--- config.mk ---
export PLATFORM = sky130hd
export DESIGN_NAME = tribus_arbiter
export DESIGN_NICKNAME = d
export VERILOG_FILES = /design/src/rtl/tribus_arbiter.sv
export SDC_FILE = /design/constraint.sdc
export NUM_CORES = 1
export LEC_CHECK = 0
export CAP_MARGIN = 30
export CORE_MARGIN = 2
export CORE_UTILIZATION = 40
export DETAILED_ROUTE_END_ITERATION = 10
export HOLD_SLACK_MARGIN = 0.08
export PLACE_DENSITY = 0.69
export SLEW_MARGIN = 20
export SYNTH_ARGS = -nofsm -noshare
export SYNTH_HDL_FRONTEND = slang
export SYNTH_SLANG_ARGS = --single-unit
--- constraint.sdc ---
create_clock -name i_clk -period 1.7 [get_ports i_clk]
set_clock_uncertainty 0.15 [all_clocks]
set_input_delay 0.34 -clock i_clk [delete_from_list [all_inputs] [get_ports i_clk]]
set_output_delay 0.34 -clock i_clk [all_outputs]
set_load 0.02 [all_outputs]
--- src/rtl/tribus_arbiter.sv ---
// Round-robin owner arbiter for a shared tri-state bus, with an idle turnaround between owners.
// Optional protocol checker (o_err and assertions) under TRIBUS_ARBITER_PROTOCOL_CHECK_EN.
module tribus_arbiter #(
  parameter int N_REQ      = 4,
  parameter int TURNAROUND = 1,
  parameter int MAX_HOLD   = 16
) (
  input  logic                     i_clk,
  input  logic                     i_rst,
  input  logic [N_REQ-1:0]         i_req,
  input  logic [N_REQ-1:0]         i_done,
  output logic [N_REQ-1:0]         o_gnt,
  output logic [N_REQ-1:0]         o_drive_en,
  output logic                     o_busy,
  output logic [$clog2(N_REQ)-1:0] o_owner,
  output logic                     o_preempt
`ifdef TRIBUS_ARBITER_PROTOCOL_CHECK_EN
  ,
  output logic                     o_err
`endif
);
  localparam int IW = $clog2(N_REQ);
  localparam int HW = (MAX_HOLD > 0) ? $clog2(MAX_HOLD + 1) : 1;
  // turn counter holds TURNAROUND-1 at most
  localparam int TW = (TURNAROUND > 1) ? $clog2(TURNAROUND) : 1;

  typedef enum logic [1:0] {IDLE, GRANT, TURN} state_t;

  state_t        state, state_nxt;
  logic [IW-1:0] last, last_nxt, win;
  logic          win_vld;
  logic [HW-1:0] hold, hold_nxt;
  logic [TW-1:0] turn, turn_nxt;
  logic          preempt_nxt, arb;
  logic [N_REQ-1:0] own_mask;
  logic          own_req, own_done, others, at_max, force_rel;

  function automatic logic [IW-1:0] rr_idx(input logic [IW-1:0] base, input int k);
    int j;
    j = int'(base) + k;
    if (j >= N_REQ) j = j - N_REQ;
    return IW'(j);
  endfunction

  // highest k first so the nearest requester after `last` wins
  always_comb begin
    win_vld = 1'b0;
    win     = last;
    for (int k = N_REQ; k >= 1; k--) begin
      if (i_req[rr_idx(last, k)]) begin
        win_vld = 1'b1;
        win     = rr_idx(last, k);
      end
    end
  end

  assign own_mask  = N_REQ'(1) << last;
  assign own_req   = i_req[last];
  assign own_done  = i_done[last];
  assign others    = |(i_req & ~own_mask);
  assign at_max    = (MAX_HOLD > 0) && (hold == HW'(MAX_HOLD));
  assign force_rel = at_max && others;

  always_comb begin
    state_nxt   = state;
    last_nxt    = last;
    hold_nxt    = hold;
    turn_nxt    = turn;
    preempt_nxt = 1'b0;
    arb         = 1'b0;
    case (state)
      IDLE: arb = 1'b1;
      TURN: begin
        if (turn == '0) arb = 1'b1;
        else            turn_nxt = turn - 1'b1;
      end
      GRANT: begin
        if (own_done || !own_req || force_rel) begin
          // a coinciding done or dropped request is an ordinary release
          preempt_nxt = force_rel && own_req && !own_done;
          hold_nxt    = '0;
          if (TURNAROUND > 0) begin
            state_nxt = TURN;
            turn_nxt  = TW'((TURNAROUND > 0) ? TURNAROUND - 1 : 0);
          end else begin
            arb = 1'b1;
          end
        end else if (!at_max) begin
          hold_nxt = hold + 1'b1;
        end
      end
      default: state_nxt = IDLE;
    endcase
    if (arb) begin
      if (win_vld) begin
        state_nxt = GRANT;
        last_nxt  = win;
        hold_nxt  = HW'(1);
      end else begin
        state_nxt = IDLE;
      end
    end
  end

  always_ff @(posedge i_clk or negedge i_rst) begin
    if (!i_rst) begin
      state     <= IDLE;
      last      <= IW'(N_REQ - 1);
      hold      <= '0;
      turn      <= '0;
      o_preempt <= 1'b0;
    end else begin
      state     <= state_nxt;
      last      <= last_nxt;
      hold      <= hold_nxt;
      turn      <= turn_nxt;
      o_preempt <= preempt_nxt;
    end
  end

  // outputs decode straight from flops, so reset clears them without waiting for an edge
  assign o_busy     = (state == GRANT);
  assign o_gnt      = o_busy ? own_mask : '0;
  assign o_drive_en = o_gnt;
  assign o_owner    = o_busy ? last : '0;

`ifdef TRIBUS_ARBITER_PROTOCOL_CHECK_EN
  always_ff @(posedge i_clk or negedge i_rst) begin
    if (!i_rst)
      o_err <= 1'b0;
    else if ((|(i_done & ~o_gnt)) || (o_busy && !own_req && !own_done))
      o_err <= 1'b1;
  end

  a_gnt_onehot0: assert property (@(posedge i_clk) disable iff (!i_rst) $onehot0(o_gnt));
  a_turn_idle:   assert property (@(posedge i_clk) disable iff (!i_rst) (state == TURN) |-> (o_gnt == '0));
`endif
endmodule

==> impl_metrics.env <==
export IMPL_track_usage_pct=22.9
export IMPL_synth_seq_area_share_pct=26.2
export IMPL_grt_pass1_wl_um=4670
export IMPL_leakage_uw=0.000673
export IMPL_post_route_min_period_ns=1.94
export IMPL_diodes=0
export IMPL_reg2reg_from="last[0]"
export IMPL_synth_nets=127
export IMPL_synth_edf_count=0
export IMPL_synth_async_reset_ratio_pct=100
export IMPL_fmax_mhz=515
export IMPL_io_buffers=21
export IMPL_peakVddDrop_uv=939
export IMPL_rows=17
export IMPL_powerDensity_nw_per_um2=1680
export IMPL_whs_ns=0.229
export IMPL_hold_path_class="primary input to async pin"
export IMPL_synth_top_cell_by_area="dfrtp_1"
export IMPL_grt_max_degree=12
export IMPL_cts_tree="done"
export IMPL_maxCapViolations=0
export IMPL_post_drt_via_cell_ratio=5.79
export IMPL_drv_slew=0
export IMPL_setup_viol=19
export IMPL_yosys_warnings=0
export IMPL_gp_congestion=0.880
export IMPL_syn_inst=111
export IMPL_hold_viol_final=0
export IMPL_htree_levels=1
export IMPL_ant_nets=0
export IMPL_synth_top_area_share_pct=20.8
export IMPL_insertion_delay_ns=0.27
export IMPL_root_buffer="clkbuf_4"
export IMPL_drc_errors=0
export IMPL_multiInputGateArea_sq_um=727
export IMPL_drtIter0Drc=27
export IMPL_grt_pass1_vias=972
export IMPL_violations="setup timing"
export IMPL_die_area_sq_um=2820
export IMPL_ys_seq_elements=10
export IMPL_dpl_worst_slack_ns=-0.418
export IMPL_end_kind="register"
export IMPL_routedWlPerCell_um=16.9
export IMPL_routed_wl_um=3080
export IMPL_drtPass1Iterations=4
export IMPL_required_ns=1.75
export IMPL_syn_to_final_growth_pct=56.5
export IMPL_cts_made_buffers=3
export IMPL_clkTransAtPathRegs_ns=0.07
export IMPL_yosysUniqueCellTypes=37
export IMPL_vias=1053
export IMPL_setup_ws_ns=-0.240
export IMPL_startpoint="last[0]"
export IMPL_avgSynthCellArea_sq_um=8.68
export IMPL_nets=171
export IMPL_clock_path_buffers=2
export IMPL_slew_limit_headroom_pct=69.5
export IMPL_fillers=186
export IMPL_min_period_over_period_pct=114
export IMPL_grt_ovfl_total=0
export IMPL_reg2reg_depth=6
export IMPL_arrival_ns=1.99
export IMPL_crit_path_start_kind="register"
export IMPL_crit_type="register to register"
export IMPL_drive_gt1_share_pct=48.7
export IMPL_coreArea_sq_um=2250
export IMPL_pin_count=22
export IMPL_synth_flop_cell="dfrtp_1"
export IMPL_initial_core_util_pct=42.7
export IMPL_worstPathMaxFanout=4
export IMPL_antenna_found_initial=0
export IMPL_die_x_um=53.1
export IMPL_dp_hpwl_um=1830
export IMPL_clock_sinks=10
export IMPL_synthTopCellsByCount="a21oi_1, dfrtp_1, nor2b_1"
export IMPL_register_area_sq_um=253
export IMPL_rsz0062_at_grt="yes"
export IMPL_synth_area_leaders="dfrtp_1, ha_1, buf_6, dfstp_2, nor2b_1"
export IMPL_status="complete, but fails checks"
export IMPL_die_h_um=53.1
export IMPL_syn_area_sq_um=963
export IMPL_worst_slew_pin_slew_ns=0.456
==> metal layers <==
layer	up-vias	global-route usage, %	share of wire (%)
li1	490	-	-
met1	523	28.0	42
met2	33	41.9	53
met3	7	2.54	3.7
met4	0	6.41	1.4
met5	-	0	0
==> cell type report <==
cell class                 instances  area share, %
tap                               28           2.32
multi-input combinational         83           48.2
inverter                           7           2.07
timing repair buffer              50           28.2
clock buffer                       4           2.41
sequential                        10           16.8
==> registers in the layout, summed over array words and instances, names as in the netlist <==
register	flops
o_preempt	1
state	2
last	2
hold	5
==> path summary, 6_finish.rpt <==
kind,endpoint,slack [ns]
setup / recovery,hold[0],-0.24
setup reg to reg,hold[0],-0.24
hold / removal,o_preempt,0.23
min in group i_clk,hold[0],0.43
hold reg to reg,hold[0],0.43
max in group asynchronous,last[0],0.83
==> critical path, stage by stage (launching register included) <==
cell and delay [ns]:
dfstp_2 0.61, ha_1 0.19, buf_4 0.11, nor2b_1 0.07, nor4_2 0.42, a31oi_2 0.17
o21ai_1 0.15
==> power breakdown <==
| part | leakage, uW | total, uW | switching [uW] | internal [uW] |
|---|---|---|---|---|
| Clock | 0.0000210 | 221 | 90.6 | 130 |
| Combinational | 0.000527 | 1890 | 948 | 939 |
| Sequential | 0.000125 | 418 | 87.3 | 330 |
==> placed cells by master, fill, tap and decap left out, types with 2 or more instances in the layout <==
master and count:
a21oi_2 2, mux4_2 2, inv_4 2, nand3_1 4, nor2b_1 6, dfrtp_1 8, nor2b_2 2, nand2_1 7
buf_4 28, nor2_1 6, o21ai_0 2, clkdlybuf4s50_1 6, dlygate4sd2_1 3, buf_2 3, buf_6 9, a31oi_1 2
and2_4 4, mux2i_1 3, ha_4 3, ha_1 3, dfstp_2 2, nor3_1 4, inv_1 4, clkbuf_4 3
a21oi_1 6
==> what timing repair did <==
item | CTS | global route
endpoints found under the hold margin | 0 | 0
pin swaps | 7 | 3
buffers inserted | 7 | 2
gates resized for setup | 74 | 14
hold buffers | 0 | 0
setup endpoints to repair | 21 | 21
gates cloned | 1 | 0
==> logic make-up after synthesis <==
group,share of synthesized area [%]
buffers and inverters,13.2
flip-flops,26.2
adder cells (fa/ha/maj),7.79
AO/OA/AOI/OAI,19.7
AND/OR/NAND/NOR,26.5
multiplexers,6.49
==> per-stage QoR <==
stage          total power [uW]  cell area, sq um  instances  utilization [%]  setup TNS (ns)
2_1_floorplan              1380              1000        111                -         -0.0118
3_3_place_gp               1830              1280        168             56.9           -5.86
3_5_place_dp               1860              1280        168             56.9           -6.27
4_1_cts                    2320              1440        180             63.7           -2.18
5_1_grt                    2680              1510        182             66.9           -3.90
6_report                   2530              1510        182             66.9           -2.81
Note: power is estimated with default switching activity, not from simulation.
